[src/rtl/fx_square_if.sv]
// Ready/valid operand and result channels of the iterative fixed-point squarer.
// The slave side is the squarer; the master side is the producer/consumer.
interface fx_square_if #(
  parameter int WIDTH = 32,
  parameter int TAG_W = 8
);
  logic             in_valid;
  logic             in_ready;
  logic [WIDTH-1:0] a;
  logic [TAG_W-1:0] tag_in;
  logic             out_valid;
  logic             out_ready;
  logic [WIDTH-1:0] sq_out;
  logic [TAG_W-1:0] tag_out;
  logic             ovf;

  modport slave (
    input  in_valid, a, tag_in, out_ready,
    output in_ready, out_valid, sq_out, tag_out, ovf
  );

  modport master (
    output in_valid, a, tag_in, out_ready,
    input  in_ready, out_valid, sq_out, tag_out, ovf
  );
endinterface

[src/rtl/fx_square_seq.sv]
// Iterative signed fixed-point squarer: shift-add on |a|, round-half-up, saturate.
// state | meaning
// IDLE  | waiting for an operand, in_ready high
// CALC  | retiring BPC multiplier bits per cycle into the accumulator
// ROUND | rounding/saturating the exact product into sq_out
// DONE  | result presented until out_ready
module fx_square_seq #(
  parameter int WIDTH = 32,
  parameter int QINT  = 16,
  parameter int BPC   = 1,
  parameter int TAG_W = 8
) (
  input logic         clk,
  input logic         rst_n,
  fx_square_if.slave  bus
);
  localparam int QFRAC = WIDTH - QINT;
  localparam int N     = WIDTH / BPC;
  localparam int CW    = $clog2(N + 1);
  localparam int PW    = 2 * WIDTH;

  localparam logic [1:0] S_IDLE  = 2'd0;
  localparam logic [1:0] S_CALC  = 2'd1;
  localparam logic [1:0] S_ROUND = 2'd2;
  localparam logic [1:0] S_DONE  = 2'd3;

  localparam logic [PW:0]      HALF    = (PW+1)'(1) << (QFRAC - 1);
  localparam logic [WIDTH-1:0] SAT     = {1'b0, {(WIDTH-1){1'b1}}};
  localparam logic [PW:0]      SAT_EXT = {{(PW+1-WIDTH){1'b0}}, SAT};

  generate
    if ((WIDTH % BPC) != 0 || QFRAC < 1) begin : g_bad_cfg
      $error("fx_square_seq: WIDTH must be a multiple of BPC and QFRAC >= 1");
    end
  endgenerate

  logic [1:0]       state_q,     state_d;
  logic [CW-1:0]    cnt_q,       cnt_d;
  logic [PW-1:0]    mcand_q,     mcand_d;
  logic [WIDTH-1:0] mplier_q,    mplier_d;
  logic [PW-1:0]    acc_q,       acc_d;
  logic [TAG_W-1:0] tag_q,       tag_d;
  logic [WIDTH-1:0] sq_q,        sq_d;
  logic [TAG_W-1:0] tag_out_q,   tag_out_d;
  logic             ovf_q,       ovf_d;

  logic [WIDTH-1:0] mag;
  logic [PW-1:0]    add_term;
  logic [PW:0]      rounded;
  logic [PW:0]      r_shift;

  // Two's-complement magnitude; the most negative operand maps to 2^(WIDTH-1).
  assign mag = bus.a[WIDTH-1] ? ((~bus.a) + {{(WIDTH-1){1'b0}}, 1'b1}) : bus.a;

  always_comb begin
    add_term = '0;
    for (int i = 0; i < BPC; i++) begin
      if (mplier_q[i]) add_term = add_term + (mcand_q << i);
    end
  end

  // One extra bit keeps the rounding carry out of the top of the product.
  assign rounded = {1'b0, acc_q} + HALF;
  assign r_shift = rounded >> QFRAC;

  always_comb begin
    state_d   = state_q;
    cnt_d     = cnt_q;
    mcand_d   = mcand_q;
    mplier_d  = mplier_q;
    acc_d     = acc_q;
    tag_d     = tag_q;
    sq_d      = sq_q;
    tag_out_d = tag_out_q;
    ovf_d     = ovf_q;
    case (state_q)
      S_IDLE: begin
        if (bus.in_valid) begin
          mcand_d  = {{WIDTH{1'b0}}, mag};
          mplier_d = mag;
          acc_d    = '0;
          tag_d    = bus.tag_in;
          cnt_d    = CW'(N);
          state_d  = S_CALC;
        end
      end
      S_CALC: begin
        acc_d    = acc_q + add_term;
        mcand_d  = mcand_q << BPC;
        mplier_d = mplier_q >> BPC;
        cnt_d    = cnt_q - CW'(1);
        if (cnt_q == CW'(1)) state_d = S_ROUND;
      end
      S_ROUND: begin
        if (r_shift > SAT_EXT) begin
          sq_d  = SAT;
          ovf_d = 1'b1;
        end else begin
          sq_d  = r_shift[WIDTH-1:0];
          ovf_d = 1'b0;
        end
        tag_out_d = tag_q;
        state_d   = S_DONE;
      end
      default: begin
        if (bus.out_ready) state_d = S_IDLE;
      end
    endcase
  end

  always_ff @(posedge clk or negedge rst_n) begin
    if (!rst_n) begin
      state_q   <= S_IDLE;
      cnt_q     <= '0;
      mcand_q   <= '0;
      mplier_q  <= '0;
      acc_q     <= '0;
      tag_q     <= '0;
      sq_q      <= '0;
      tag_out_q <= '0;
      ovf_q     <= 1'b0;
    end else begin
      state_q   <= state_d;
      cnt_q     <= cnt_d;
      mcand_q   <= mcand_d;
      mplier_q  <= mplier_d;
      acc_q     <= acc_d;
      tag_q     <= tag_d;
      sq_q      <= sq_d;
      tag_out_q <= tag_out_d;
      ovf_q     <= ovf_d;
    end
  end

  assign bus.in_ready  = (state_q == S_IDLE);
  assign bus.out_valid = (state_q == S_DONE);
  assign bus.sq_out    = sq_q;
  assign bus.tag_out   = tag_out_q;
  assign bus.ovf       = ovf_q;
endmodule

[src/flat_wrapper.sv]
// flat-port wrapper written by rule: the top's interface ports become plain ports
module fx_square_seq_flat 
#(
  parameter int WIDTH = 32,
  parameter int QINT  = 16,
  parameter int BPC   = 1,
  parameter int TAG_W = 8
)
  (clk, rst_n, bus_in_valid, bus_a, bus_tag_in, bus_out_ready, bus_in_ready, bus_out_valid, bus_sq_out, bus_tag_out, bus_ovf);
  fx_square_if #(.WIDTH(WIDTH), .TAG_W(TAG_W)) bus_i ();
  input logic clk;
  input logic rst_n;
  input wire logic [$bits(bus_i.in_valid)-1:0] bus_in_valid;
  input wire logic [$bits(bus_i.a)-1:0] bus_a;
  input wire logic [$bits(bus_i.tag_in)-1:0] bus_tag_in;
  input wire logic [$bits(bus_i.out_ready)-1:0] bus_out_ready;
  output wire logic [$bits(bus_i.in_ready)-1:0] bus_in_ready;
  output wire logic [$bits(bus_i.out_valid)-1:0] bus_out_valid;
  output wire logic [$bits(bus_i.sq_out)-1:0] bus_sq_out;
  output wire logic [$bits(bus_i.tag_out)-1:0] bus_tag_out;
  output wire logic [$bits(bus_i.ovf)-1:0] bus_ovf;
  assign bus_i.in_valid = bus_in_valid;
  assign bus_i.a = bus_a;
  assign bus_i.tag_in = bus_tag_in;
  assign bus_i.out_ready = bus_out_ready;
  assign bus_in_ready = bus_i.in_ready;
  assign bus_out_valid = bus_i.out_valid;
  assign bus_sq_out = bus_i.sq_out;
  assign bus_tag_out = bus_i.tag_out;
  assign bus_ovf = bus_i.ovf;
  fx_square_seq #(.WIDTH(WIDTH), .QINT(QINT), .BPC(BPC), .TAG_W(TAG_W)) u_core (.clk(clk), .rst_n(rst_n), .bus(bus_i));
endmodule
[config.mk]
export PLATFORM = sky130hd
export DESIGN_NAME = fx_square_seq_flat
export DESIGN_NICKNAME = d
export VERILOG_FILES = /design/src/rtl/fx_square_if.sv /design/src/rtl/fx_square_seq.sv /design/src/flat_wrapper.sv
export SDC_FILE = /design/constraint.sdc
export NUM_CORES = 1
export LEC_CHECK = 0
export CORE_ASPECT_RATIO = 1.75
export CORE_MARGIN = 5
export CORE_UTILIZATION = 26
export CTS_CLUSTER_SIZE = 14
export DETAILED_ROUTE_END_ITERATION = 10
export PLACE_DENSITY_LB_ADDON = 0.25
export SLEW_MARGIN = 30
export SYNTH_ARGS = -nofsm -noshare
export SYNTH_HDL_FRONTEND = slang
export SYNTH_SLANG_ARGS = --single-unit
export TNS_END_PERCENT = 50
[constraint.sdc]
create_clock -name clk -period 4.17 [get_ports clk]
set_clock_uncertainty 0.1 [all_clocks]
set_input_delay 0.834 -clock clk [delete_from_list [all_inputs] [get_ports clk]]
set_output_delay 0.834 -clock clk [all_outputs]
set_load 0.1 [all_outputs]
## After elaboration in Yosys (flattened, before gate mapping)

Index checks and enable logic that the tools add are counted.

| cells by class | value |
|---|---|
| multiplexer cells | 16 |
| reduce and logical (&&, ||, !) cells | 6 |
| equality and inequality tests | 6 |
| $add $sub $neg | 4 |
| magnitude comparators | 1 |
| bitwise operators | 1 |

Operators with widths:

| cell | count |
|---|---|
| one-hot mux 64 bit (2 select lines) | 2 |
| two-way mux 64 bit | 3 |
| two-way mux 32 bit | 3 |
| adder 64 x 16 -> 65 bit (second input constant) | 1 |
| adder 64 bit | 1 |
| one-hot mux 32 bit (2 select lines) | 1 |
| > comparator 49 x 31 -> 1 bit (second input constant) | 1 |
| adder 32 x 1 -> 32 bit (second input constant) | 1 |
| NOT 32 bit | 1 |
| one-hot mux 6 bit (2 select lines) | 1 |
| equality test 6 x 1 -> 1 bit (second input constant) | 1 |
| two-way mux 2 bit | 3 |
| two-way mux 6 bit | 1 |
| one-hot mux 2 bit (3 select lines) | 1 |
| subtractor 6 x 1 -> 6 bit (second input constant) | 1 |
| equality test 2 bit (second input constant) | 2 |
| AND reduction 2 bit | 2 |
| nonzero test 4 bit | 1 |
| AND reduction 3 bit | 1 |
| equality test 2 x 1 -> 1 bit (second input constant) | 1 |
| logical NOT 2 bit | 1 |
| inequality test 2 x 1 -> 1 bit (second input constant) | 1 |
| inequality test 2 bit (second input constant) | 1 |
| nonzero test 2 bit | 1 |
| two-way mux 1 bit | 1 |

| word-level totals | value |
|---|---|
| output and inout port bits | 43 |
| register bits after elaboration | 217 |

## Longest topological paths before layout

| depth | value |
|---|---|
| depth in word-level cells | 5 |
| gate-level depth with buffers | 15 |
| depth with buffers taken out | 13 |

## Worst setup path before layout

OpenSTA, ideal clock, no wires.

| timing path | value |
|---|---|
| kind | reg-to-reg |
| from | reg u_core.mplier_q[0] |
| to | reg u_core.acc_q[56] |
| slack | 719 ps |
| arrival | 3217 ps |
| cell stages (with the launch flop) | 15 |
| required time | 3937 ps |
| cells stage by stage | dfrtp_1 clkbuf_1 and2_1 ha_1 fa_1 a21o_1 a31o_2 a31oi_4 o41ai_4 a31oi_4 o21ai_1 a41o_1 a41oi_1 xnor2_1 o21ai_0 |

| between the ends | value |
|---|---|
| word-level cells in the longest chain between the ends | 3 |

Ends and longest elaborated chain:

| element | line | RTL |
|---|---|---|
| from (decl) | fx_square_seq.sv:40 | `logic [WIDTH-1:0] mplier_q, mplier_d;` |
| from (signal assigned) | fx_square_seq.sv:126 | `mplier_q <= mplier_d;` |
| two-way mux 64 bit | fx_square_seq.sv:58 | `if (mplier_q[i]) add_term = add_term + (mcand_q << i);` |
| adder 64 bit | fx_square_seq.sv:88 | `acc_d = acc_q + add_term;` |
| one-hot mux 64 bit (2 select lines) | fx_square_seq.sv:76 | `case (state_q)` |
| to (signal assigned) | fx_square_seq.sv:117 | `acc_q <= '0;` |
| to (signal assigned) | fx_square_seq.sv:127 | `acc_q <= acc_d;` |
| to (decl) | fx_square_seq.sv:41 | `logic [PW-1:0] acc_q, acc_d;` |

Every way passes these cells.
A chain may end at the register's enable or synchronous reset.

## Worst setup path after layout

| timing path | value |
|---|---|
| from | reg u_core.mplier_q[0] |
| to | reg u_core.acc_q[63] |

The elaborated chain is that of the path after synthesis.

==> results.json <==
{
  "status": "finished clean",
  "synth_area_leaders": "dfrtp_1 39%, ha_1 6.3%, nand2_1 6.0%, a21oi_1 5.8%, xor2_1 4.1%",
  "overflow": 0,
  "die-width_um": 186,
  "place.port_buffers": 86,
  "stdcell_area_mm2": 0.0167,
  "crit_type": "reg -> reg",
  "dp.final_hpwl_um": 33100,
  "cts_tree": "built",
  "min_period_ns": 3.80,
  "insertion_delay_ns": 0.54,
  "drt_first_pass_iters": 5,
  "yosysSeqAreaShare_pct": 38.6,
  "clkTransAtPathRegs_ns": 0.07,
  "grt_pass1_vias": 12800,
  "crit_fanout": 54,
  "coreArea_mm2": 0.0535,
  "syn_nets": 1762,
  "cp-end-kind": "flop",
  "boundaryPins": 87,
  "final_max_slew_viol_count": 0,
  "dieArea_mm2": 0.0591,
  "finalHoldViolCount": 0,
  "synth-edff-count": 0,
  "tightest_slew_ns": 1.02,
  "synth_cell_type_count": 80,
  "grt_pass1_wl_um": 70000,
  "synth_cells": 1646,
  "yosys.area.top_type": "dfrtp_1",
  "final_nets": 1831,
  "yosysWarnings": 0,
  "synth_common_cells": "224 x nand2_1, 217 x dfrtp_1, 164 x a21oi_1",
  "slew_headroom_pct": 31.5,
  "ys_async_sr_fraction_pct": 100,
  "area_growth_pct": 18.7,
  "top_layer_used": "met4",
  "antenna_found_initial": 0,
  "setup_viol": 0,
  "numCtsBuffers": 23,
  "place_area_mm2": 0.0159,
  "worstPathArrival_ns": 4.09,
  "diodes": 0,
  "wl_met3_um": 1060,
  "root_buffer": "clkbuf_16",
  "startpoint": "u_core.mplier_q[0]$_DFFE_PN0P_",
  "fmax_mhz": 263,
  "die_h_um": 318,
  "cts.sinks": 217,
  "grt_setup_unrepaired": "no",
  "met2_length_um": 23800,
  "leakagePower_nw": 7.25,
  "ir_drop_v": 0.000639,
  "htree_num_levels": 1,
  "groute.usage.overall_pct": 14.6,
  "worstSetupStartpointType": "flop",
  "start_util_pct": 26.3,
  "routed-via-count": 12300,
  "vias_per_cell": 5.09,
  "fill_cells": 5714,
  "wl_per_cell_um": 18.2,
  "drive_gt1_share_pct": 8.61,
  "avgSynthCellArea_um2": 8.55,
  "initialDrtViolationCount": 547,
  "netlist_area_mm2": 0.0141,
  "drc": 0,
  "regToRegSetupSlack_ns": 0.37,
  "antenna_left": 0,
  "met1Wirelength_um": 16500,
  "hold_class": "in -> async",
  "synth_top_area_share_pct": 38.6,
  "drv_cap": 0,
  "drt-total-wl_um": 43900,
  "power_density_mw_per_mm2": 623,
  "ys.flop_type": "dfrtp_1",
  "synth_most_common_cell": "nand2_1",
  "crit-reg2reg-launch": "u_core.mplier_q[0]$_DFFE_PN0P_",
  "grt_max_degree": 98,
  "cts_buffer_depth": 3,
  "ctsHoldBuffers": 0,
  "fin_tns_setup_ns": 0,
  "layout_worst_path_cycle_share_pct": 91.1,
  "worstPathRequired_ns": 4.45,
  "synth_seq_cells": 217,
  "rows": 112,
  "place.gp.congestion": 0.900
}
## critical path, cell delays in order (launching register included)
cell	delay, ns
dfrtp_1	0.51
buf_12	0.24
and2_1	0.19
ha_1	0.38
nand4_1	0.18
or3_1	0.46
nand4b_1	0.20
o211ai_1	0.20
buf_4	0.15
o21ai_1	0.14
a21oi_1	0.25
mux2i_1	0.25
a211oi_1	0.10
a31oi_1	0.17
o21ai_0	0.09
## power breakdown
group | internal, mW | total, mW | leakage (nW) | switching [mW]
Sequential | 2.69 | 3.19 | 2.75 | 0.498
Combinational | 1.59 | 5.02 | 4.13 | 3.43
Clock | 1.28 | 2.19 | 0.377 | 0.916
## path summary, 6_finish.rpt
check / end / depth (start not counted)
setup / recovery: u_core.acc_q[63]$_DFFE_PN0P_ / 14
hold / removal: u_core.tag_q[6]$_DFFE_PN0P_ / 1
setup reg to reg: u_core.acc_q[63]$_DFFE_PN0P_ / 14
hold reg to reg: u_core.mcand_q[63]$_DFFE_PN0P_ / 2
max in group asynchronous: u_core.acc_q[62]$_DFFE_PN0P_ / 2
min in group clk: u_core.mcand_q[63]$_DFFE_PN0P_ / 2
## cells by family after synthesis
logic type | share of synthesized area [%]
adder cells (fa/ha/maj) | 6.46
AND/OR/NAND/NOR | 21.3
multiplexers | 1.65
flip-flops | 38.6
AO/OA/AOI/OAI | 20.6
buffers and inverters | 3.59
XOR/XNOR | 7.78
## layer usage
metal,GRT usage (%),vias up
met5,0,-
li1,-,6007
met4,7.71,0
met3,1.51,98
met2,27.5,199
met1,15.6,6000
## timing repair
| action | CTS | global route |
|---|---|---|
| resized for setup | 0 | 1 |
| buffers inserted | 0 | 0 |
| endpoints found under the setup margin | 0 | 1 |
## flip-flops by register name (all words and copies together), names as in the netlist
register and count:
u_core.bus.sq_out 32, u_core.cnt_q 6, u_core.state_q 2, u_core.acc_q 64, u_core.mcand_q 64, u_core.bus.ovf 1, u_core.bus.tag_out 8, u_core.tag_q 8
u_core.mplier_q 32
## cells in the final DEF (no fill, tap or decap), types with 7 or more instances in the layout
master / netlist / final
nand2_1: 224 / 224
dfrtp_1: 217 / 217
a21oi_1: 164 / 164
nor2_1: 132 / 132
o21ai_0: 98 / 97
clkdlybuf4s50_1: 0 / 83
nand3_1: 81 / 80
ha_1: 71 / 69
xor2_1: 66 / 66
and2_1: 64 / 64
xnor2_1: 59 / 59
o22ai_1: 55 / 55
buf_4: 2 / 50
inv_1: 34 / 34
nand4_1: 31 / 31
a21o_1: 28 / 28
clkbuf_16: 0 / 23
nor3_1: 18 / 18
mux2_2: 17 / 17
o21bai_1: 13 / 13
and3_1: 12 / 12
a31oi_1: 10 / 10
o31ai_1: 9 / 9
o211ai_1: 9 / 9
o21a_1: 9 / 8
nand2b_1: 7 / 7
or3_1: 7 / 7
and4_1: 7 / 7
a211oi_1: 7 / 7
## layout make-up
type                    instances  area [um2]  share of cell area [%]
flip-flops and latches        217        5430                    32.5
repair buffers                141        1340                    8.01
inverters                      34         128                   0.764
multi-input cells            1298        8160                    48.9
clock inverters                10         140                   0.839
clock buffers                  31         646                    3.87
well taps                     684         856                    5.12
## through the flow
stage	setup WS [ns]	util, %	total power [mW]	cells	hold slack (ns)
after floorplan	0.719	-	6.67	1646	0.339
after global placement	0.171	29.7	8.22	2374	0.359
after detailed placement	0.196	29.7	8.29	2374	0.371
after CTS	0.179	31.2	10.6	2415	0.252
after global routing	0.0770	31.2	11.1	2415	0.284
final	0.369	31.2	10.4	2415	0.196
Note: power is estimated with default switching activity, not from simulation.
